**config.mk**
```make
export PLATFORM = sky130hd
export DESIGN_NAME = uart_rx
export DESIGN_NICKNAME = d
export VERILOG_FILES = /design/src/rtl/uart_rx.sv
export SDC_FILE = /design/constraint.sdc
export NUM_CORES = 1
export LEC_CHECK = 0
export CORE_ASPECT_RATIO = 1.4
export CORE_MARGIN = 4
export CORE_UTILIZATION = 49
export DETAILED_ROUTE_END_ITERATION = 16
export PLACE_DENSITY_LB_ADDON = 0.1
export SYNTH_ARGS = -nofsm -noshare
export SYNTH_HDL_FRONTEND = slang
export SYNTH_SLANG_ARGS = --single-unit
```
**constraint.sdc**
```tcl
create_clock -name CLK -period 1.7 [get_ports CLK]
set_input_delay 0.34 -clock CLK [delete_from_list [all_inputs] [get_ports CLK]]
set_output_delay 0.34 -clock CLK [all_outputs]
set_load 0.02 [all_outputs]
```
**src/rtl/uart_rx.sv**
```systemverilog
// UART receiver: oversampled start detect, LSB-first data, stop check, valid/ack handshake.
// Optional parity bit before the stop bit when UART_RX_PARITY_EN is defined.
module uart_rx #(
  parameter int SIZE       = 8,
  parameter int OVERSAMPLE = 16
`ifdef UART_RX_PARITY_EN
  ,
  parameter bit PARITY_ODD = 1'b0
`endif
) (
  input  logic            CLK,
  input  logic            R,
  input  logic            RXC_EN,
  input  logic            RXD,
  output logic [SIZE-1:0] RXDATA,
  output logic            RX_VALID,
  input  logic            RX_ACK,
  output logic            RX_BUSY,
  output logic            FRAME_ERR,
  output logic            OVERRUN
`ifdef UART_RX_PARITY_EN
  ,
  output logic            PARITY_ERR
`endif
);

  localparam int CW = $clog2(OVERSAMPLE);
  localparam int IW = (SIZE > 1) ? $clog2(SIZE) : 1;
  localparam logic [CW-1:0] CNT_MID  = CW'(OVERSAMPLE / 2 - 1);
  localparam logic [CW-1:0] CNT_LAST = CW'(OVERSAMPLE - 1);
  localparam logic [IW-1:0] IDX_LAST = IW'(SIZE - 1);

  typedef enum logic [2:0] {
    S_IDLE,
    S_START,
    S_DATA,
    S_PAR,
    S_STOP,
    S_BREAK
  } state_t;

  state_t          state_q, state_d;
  logic            rx_meta_q, rxs_q;
  logic [CW-1:0]   cnt_q, cnt_d;
  logic [IW-1:0]   idx_q, idx_d;
  logic [SIZE-1:0] shift_q, shift_d;
  logic [SIZE-1:0] rxdata_q, rxdata_d;
  logic            valid_q, valid_d;
  logic            ferr_q, ferr_d;
  logic            ovr_q, ovr_d;
  logic            deliver;
`ifdef UART_RX_PARITY_EN
  logic            par_q, par_d;
  logic            perr_q, perr_d;
`endif

  // Two-flop synchronizer; idles high so reset never looks like a start bit.
  always_ff @(posedge CLK) begin
    if (R) begin
      rx_meta_q <= 1'b1;
      rxs_q     <= 1'b1;
    end else begin
      rx_meta_q <= RXD;
      rxs_q     <= rx_meta_q;
    end
  end

  always_comb begin
    state_d  = state_q;
    cnt_d    = cnt_q;
    idx_d    = idx_q;
    shift_d  = shift_q;
    rxdata_d = rxdata_q;
    valid_d  = valid_q;
    ferr_d   = ferr_q;
    ovr_d    = ovr_q;
    deliver  = 1'b0;
`ifdef UART_RX_PARITY_EN
    par_d    = par_q;
    perr_d   = perr_q;
`endif

    if (RXC_EN) begin
      case (state_q)
        S_IDLE: begin
          if (!rxs_q) begin
            state_d = S_START;
            cnt_d   = '0;
          end
        end
        S_START: begin
          if (cnt_q == CNT_MID) begin
            if (rxs_q) begin
              state_d = S_IDLE;
            end else begin
              state_d = S_DATA;
              cnt_d   = '0;
              idx_d   = '0;
            end
          end else begin
            cnt_d = cnt_q + 1'b1;
          end
        end
        // From here on cnt_q == 0 marks mid-bit, so a full period lands mid-bit again.
        S_DATA: begin
          if (cnt_q == CNT_LAST) begin
            cnt_d          = '0;
            shift_d[idx_q] = rxs_q;
            if (idx_q == IDX_LAST) begin
`ifdef UART_RX_PARITY_EN
              state_d = S_PAR;
`else
              state_d = S_STOP;
`endif
            end else begin
              idx_d = idx_q + 1'b1;
            end
          end else begin
            cnt_d = cnt_q + 1'b1;
          end
        end
`ifdef UART_RX_PARITY_EN
        S_PAR: begin
          if (cnt_q == CNT_LAST) begin
            cnt_d   = '0;
            par_d   = rxs_q;
            state_d = S_STOP;
          end else begin
            cnt_d = cnt_q + 1'b1;
          end
        end
`endif
        S_STOP: begin
          if (cnt_q == CNT_LAST) begin
            cnt_d   = '0;
            deliver = 1'b1;
            state_d = rxs_q ? S_IDLE : S_BREAK;
          end else begin
            cnt_d = cnt_q + 1'b1;
          end
        end
        S_BREAK: begin
          if (rxs_q) state_d = S_IDLE;
        end
        default: state_d = S_IDLE;
      endcase
    end

    if (valid_q && RX_ACK) valid_d = 1'b0;

    // A delivery wins over a same-edge ack; it only counts as lost if nobody acked.
    if (deliver) begin
      rxdata_d = shift_q;
      valid_d  = 1'b1;
      ferr_d   = ~rxs_q;
      if (valid_q && !RX_ACK) ovr_d = 1'b1;
`ifdef UART_RX_PARITY_EN
      perr_d   = ((^shift_q) ^ par_q) != PARITY_ODD;
`endif
    end
  end

  always_ff @(posedge CLK) begin
    if (R) begin
      state_q  <= S_IDLE;
      rxdata_q <= '0;
      valid_q  <= 1'b0;
      ferr_q   <= 1'b0;
      ovr_q    <= 1'b0;
`ifdef UART_RX_PARITY_EN
      perr_q   <= 1'b0;
`endif
    end else begin
      state_q  <= state_d;
      rxdata_q <= rxdata_d;
      valid_q  <= valid_d;
      ferr_q   <= ferr_d;
      ovr_q    <= ovr_d;
`ifdef UART_RX_PARITY_EN
      perr_q   <= perr_d;
`endif
    end
  end

  // Datapath registers are always re-initialised by the FSM before use.
  always_ff @(posedge CLK) begin
    cnt_q   <= cnt_d;
    idx_q   <= idx_d;
    shift_q <= shift_d;
`ifdef UART_RX_PARITY_EN
    par_q   <= par_d;
`endif
  end

  assign RXDATA    = rxdata_q;
  assign RX_VALID  = valid_q;
  assign RX_BUSY   = (state_q != S_IDLE);
  assign FRAME_ERR = ferr_q;
  assign OVERRUN   = ovr_q;
`ifdef UART_RX_PARITY_EN
  assign PARITY_ERR = perr_q;
`endif

endmodule

```
## Word-level counts from Yosys, hierarchy flattened

Index checks and enable logic that the tools add are counted.

- Flip-flop bits (word level): 31
- Latch bits: 0
- Bits in writable memories: 0
- Bits in read-only memories: 0
- Input port bits: 5
- Output and inout port bits: 12
- Logic and storage cells: 71
- Memories: 0

- Add/subtract/negate cells: 2
- Multiply operators: 0
- Div/mod/pow operators: 0
- Magnitude comparators: 2
- Equality and inequality tests: 15
- Shift-type cells: 0
- Multiplexer cells: 26
- Bitwise gates (word level): 1
- Reductions and logical operators: 15

Operators with widths:

| cell | count |
|---|---|
| $mux 3 | 11 |
| $ne 2x2->1 const B | 8 |
| $pmux 3 s5 | 1 |
| $mux 4 | 3 |
| $pmux 4 s3 | 1 |
| $eq 3x3->1 const B | 3 |
| $bwmux 8 | 1 |
| $reduce_and 7->1 | 1 |
| $mux 1 | 6 |
| $pmux 3 s2 | 1 |
| $reduce_and 6->1 | 1 |
| $reduce_bool 3->1 | 2 |
| $add 4x1->4 const B | 1 |
| $eq 4x3->1 const B | 1 |
| $eq 4x4->1 const B | 1 |
| $lt 3x4->1 const B | 1 |
| $reduce_and 2->1 | 2 |
| $reduce_bool 2->1 | 2 |
| $add 3x1->3 const B | 1 |
| $demux 1 s3 | 1 |
| $eq 3x1->1 const B | 1 |
| $eq 3x2->1 const B | 1 |
| $ge 3x1->1 const B | 1 |
| $logic_and 1x1->1 | 3 |
| other kinds (6) | 6 |

## Depth between registers and ports, before layout

- Depth after elaboration: 5
- Mapped depth: 7
- Mapped depth without buffers: 5

## Worst setup path after synthesis

OpenSTA, ideal clock, no wires.

- Path kind: reg-to-reg
- Start point: reg cnt_q[0]
- End point: reg state_q[1]
- Library setup time: 121 ps
- Arrival time: 1611 ps
- Data required time: 1579 ps
- Slack: -32 ps
- Cell stages (with the launch flop): 6
- Buffers on the path: 0
- Period minus slack after synthesis: 1732 ps
- Cells stage by stage: edfxtp_1 -> ha_1 -> and3b_1 -> o32ai_2 -> a211oi_2 -> mux2_4

- Cells in the longest elaborated chain, start to end: 3
- Elaborated cells on any way between the ends: 6
- Classes of those cells: eq/ne (5); reduce/logical (1)

RTL lines:

| item | line | RTL |
|---|---|---|
| start, declared | 44 | `logic [CW-1:0] cnt_q, cnt_d;` |
| start signal, assigned | 187 | `cnt_q <= cnt_d;` |
| $eq 4x4->1 or $eq 4x3->1 (tied branches) | 106, 134, 92 |  |
| $ne 2x2->1 (no line) | - |  |
| $reduce_and 7->1 (no line) * | - |  |
| end signal, assigned | 174 | `state_q <= state_d;` |
| end, declared | 42 | `state_t state_q, state_d;` |

Mark *: on every way between the ends. The rest lies on a longest branch, timed or not.
A chain may end at the register's enable or synchronous reset.

## Worst setup path after layout

- Start point: reg cnt_q[0]
- End point: reg state_q[0]

Same word-level chain as after synthesis.

==> results.py <==
metrics = {
    "finish": {
        "antennaDiodeCount": 0,
        "instances_no_fill": 215,
        "final_nets": 185,
        "final_layout_size_suffix_gt1_frac": 0.281,
        "multi_input_area_um2": 676,
        "num-fill-cells": 220,
        "seq_area_um2": 773,
        "area_delta_synth_final_pct": 33.5,
    },
    "yosys": {
        "synthDistinctLibCells": 42,
        "ys_seq_elements": 31,
        "synth-simple-area-share": 0.196,
        "synth_edf_count": 15,
        "muxShareOfSynthArea": 0.0776,
        "yosys_warnings": 0,
        "ys.flop_type": "dfxtp_1",
        "yosysMostFrequentCell": "nor2_1",
        "netlist_area_um2": 1480,
        "syn_avg_cell_area_um2": 10.9,
        "synth_compound_area_frac": 0.121,
        "yosysTopAreaCell": "edfxtp_1",
        "synth_fa_ha_area_frac": 0.0253,
        "synth-xor-area-share": 0.0118,
        "synth_top_area_frac": 0.304,
        "seq_area_frac_synth": 0.519,
        "ys_top_cells_by_area": "edfxtp_1, dfxtp_1, mux2i_1, nor2_1, ha_1",
        "synth_top_family_by_area": "simple AND/OR/NAND/NOR gates",
        "syn_inst": 136,
        "async_reset_ff_frac": 0,
        "synth_commonest_cells": "nor2_1, dfxtp_1, edfxtp_1",
        "syn_nets": 144,
    },
    "worst_hold_path": {
        "hp-class": "reg2reg",
        "hold_path.startpoint": "rx_meta_q",
    },
    "setup_path": {
        "slowest_stage": "edfxtp_1",
        "cp-startpoint": "cnt_q[0]",
        "critPathMaxStageDelay_ns": 0.45,
        "critPathCaptureType": "flip-flop",
        "worstSetupEndpoint": "state_q[0]",
        "crit_chain": "ha_4 -> and3b_2 -> o32ai_4 -> a211oi_2 -> buf_4 -> a221oi_2",
        "crit_arrival_ns": 1.91,
        "cp-start-kind": "flip-flop",
        "r2r_cells": 6,
        "reg2reg_slack_ns": -0.03,
        "cp_max_fo": 4,
        "reg2reg_from": "cnt_q[0]",
        "reg2reg_to": "state_q[0]",
        "criticalPathCategory": "reg2reg",
        "required_ns": 1.89,
    },
    "timing": {
        "maxSlewViolCount": 0,
        "setup_viol": 3,
        "finalCriticalPeriod_ns": 1.73,
        "fin_setup_tns_ns": -0.0392,
        "setup_slack_ns": -0.0256,
        "rsz0062_at_grt": "true",
        "finalHoldViolCount": 0,
        "final.period_utilization": 1.02,
        "worst_pin_slew_ns": 0.322,
        "relSlewSlack": 0.785,
        "fmax_mhz": 580,
        "final.setup_skew_ns": 0.00212,
    },
    "detailed_routing": {
        "post-route-drc-count": 0,
        "post_drt_wl_per_cell_um": 14.1,
        "drt_iter0_markers": 17,
        "first_pass_iters": 4,
        "routed_wl_um": 3040,
        "num_vias": 1157,
        "final_antenna_net_count": 0,
        "viasPerCell": 5.38,
    },
    "global_routing": {
        "grt_antenna_before_repair": 0,
        "grt_pass1_vias": 1184,
        "grt.total_usage": 0.179,
        "grt_pass1_wl_um": 5110,
        "grt-ovfl-total": 0,
        "grt_max_degree": 16,
    },
    "floorplanning": {
        "die-height_um": 73.1,
        "ios": 17,
        "core_um2": 2880,
        "initial_core_util": 0.516,
        "std_cell_rows": 23,
        "die_area_um2": 3990,
        "die_w_um": 54.5,
    },
    "power": {
        "powerDensity_nw_per_um2": 839,
        "p_total_mw": 1.66,
        "power.leakage_nw": 0.758,
        "ir_drop_uv": 624,
    },
    "cts": {
        "cts_buffers": 5,
        "clock_path_buffers": 2,
        "path_clk_slew_ns": 0.06,
        "cts_tree": "done",
        "root_buffer": "clkbuf_8",
        "clkSinkCount": 31,
        "cts_max_level": 2,
        "clock_latency_ns": 0.27,
    },
    "run_status": {
        "run_status": "finished with violations",
        "violations": "negative setup slack",
    },
    "placement": {
        "port-buffer-count": 16,
        "hpwl_um": 2230,
        "place_inst": 203,
        "gp_congestion": 0.899,
    },
    "run": {
        "maxCapViolCount": 0,
    },
}
[sequential cells by signal (all words and copies together) (netlist names)]
signal	cells
rxs_q	1
RXDATA	8
idx_q	3
state_q	3
OVERRUN	1
shift_q	8
rx_meta_q	1
RX_VALID	1
cnt_q	4
FRAME_ERR	1
[stage by stage]
| step | utilization | instance area, um^2 | setup slack (ns) | hold WS (ns) |
|---|---|---|---|---|
| 2_1_floorplan | - | 1500 | 0.0115 | 0.392 |
| 3_3_place_gp | 0.632 | 1820 | 0.00550 | 0.401 |
| 3_5_place_dp | 0.632 | 1820 | -0.0390 | 0.405 |
| 4_1_cts | 0.679 | 1950 | 0.00267 | 0.424 |
| 5_1_grt | 0.688 | 1980 | -0.107 | 0.439 |
| 6_report | 0.688 | 1980 | -0.0256 | 0.417 |
[power breakdown]
part,switching [mW],internal (mW),total [mW]
Combinational,0.0721,0.0875,0.160
Clock,0.255,0.428,0.683
Sequential,0.0182,0.800,0.819
Total,0.345,1.32,1.66
[worst max-delay path, delay by kind of cell, from the launching register on]
| kind | cells | cell delay [ns] |
|---|---|---|
| adders and majority gates | 1 | 0.21 |
| AOI/OAI and AO/OA | 3 | 0.58 |
| buffers and inverters | 1 | 0.16 |
| and+or+nand+nor | 1 | 0.23 |
| DFF | 1 | 0.45 |
[final cells by class]
cell class                      count  area share
Tap cell                           37      0.0234
Inverter                            5     0.00948
Sequential cell                    31       0.390
Clock buffer                        5      0.0347
Multi-Input combinational cell     93       0.341
Clock inverter                      3      0.0196
Timing Repair Buffer               41       0.181
[cell families after synthesis]
| kind of cell | count (synthesis) |
|---|---|
| AO/OA/AOI/OAI | 22 |
| XOR/XNOR | 2 |
| adder cells (fa/ha/maj) | 3 |
| buffers and inverters | 12 |
| flip-flops | 31 |
| multiplexers | 11 |
| AND/OR/NAND/NOR | 55 |
[metal layers]
| metal | routed length, um | up-vias | share of wire | global-route usage |
|---|---|---|---|---|
| met2 | 1670 | 36 | 0.55 | 0.306 |
| met1 | 1120 | 541 | 0.37 | 0.184 |
| met5 | 0 | - | 0 | 0 |
| li1 | - | 569 | - | - |
| met4 | 105 | 0 | 0.035 | 0.116 |
| met3 | 140 | 11 | 0.046 | 0.0491 |
[worst min-delay path by stage]
stage,endpoint,slack (ns),cells after the start
floorplan,rxs_q,0.39,1
global placement,rxs_q,0.40,1
detailed placement,rxs_q,0.40,1
CTS,rxs_q,0.42,1
global route,rxs_q,0.44,1
finish,rxs_q,0.42,1
[what timing repair did]
action | CTS | global route
gates resized for setup | 8 | 4
gates cloned | 0 | 0
pin swaps | 0 | 3
setup buffers | 2 | 2
endpoints found under the setup margin | 10 | 16
hold endpoints to repair | 0 | 0
hold buffers | 0 | 0
[placed cells by master, fill, tap and decap left out, drive strengths merged, types with 4 or more instances in the layout]
cell type | netlist | final
dfxtp | 16 | 16
clkdlybuf4s50 | 0 | 15
buf | 6 | 25
mux2i | 10 | 10
nor2 | 20 | 20
edfxtp | 15 | 15
nand2 | 6 | 6
clkbuf | 1 | 6
o21ai | 6 | 6
nand2b | 4 | 4
inv | 5 | 5
Note: power is estimated with default switching activity, not from simulation.
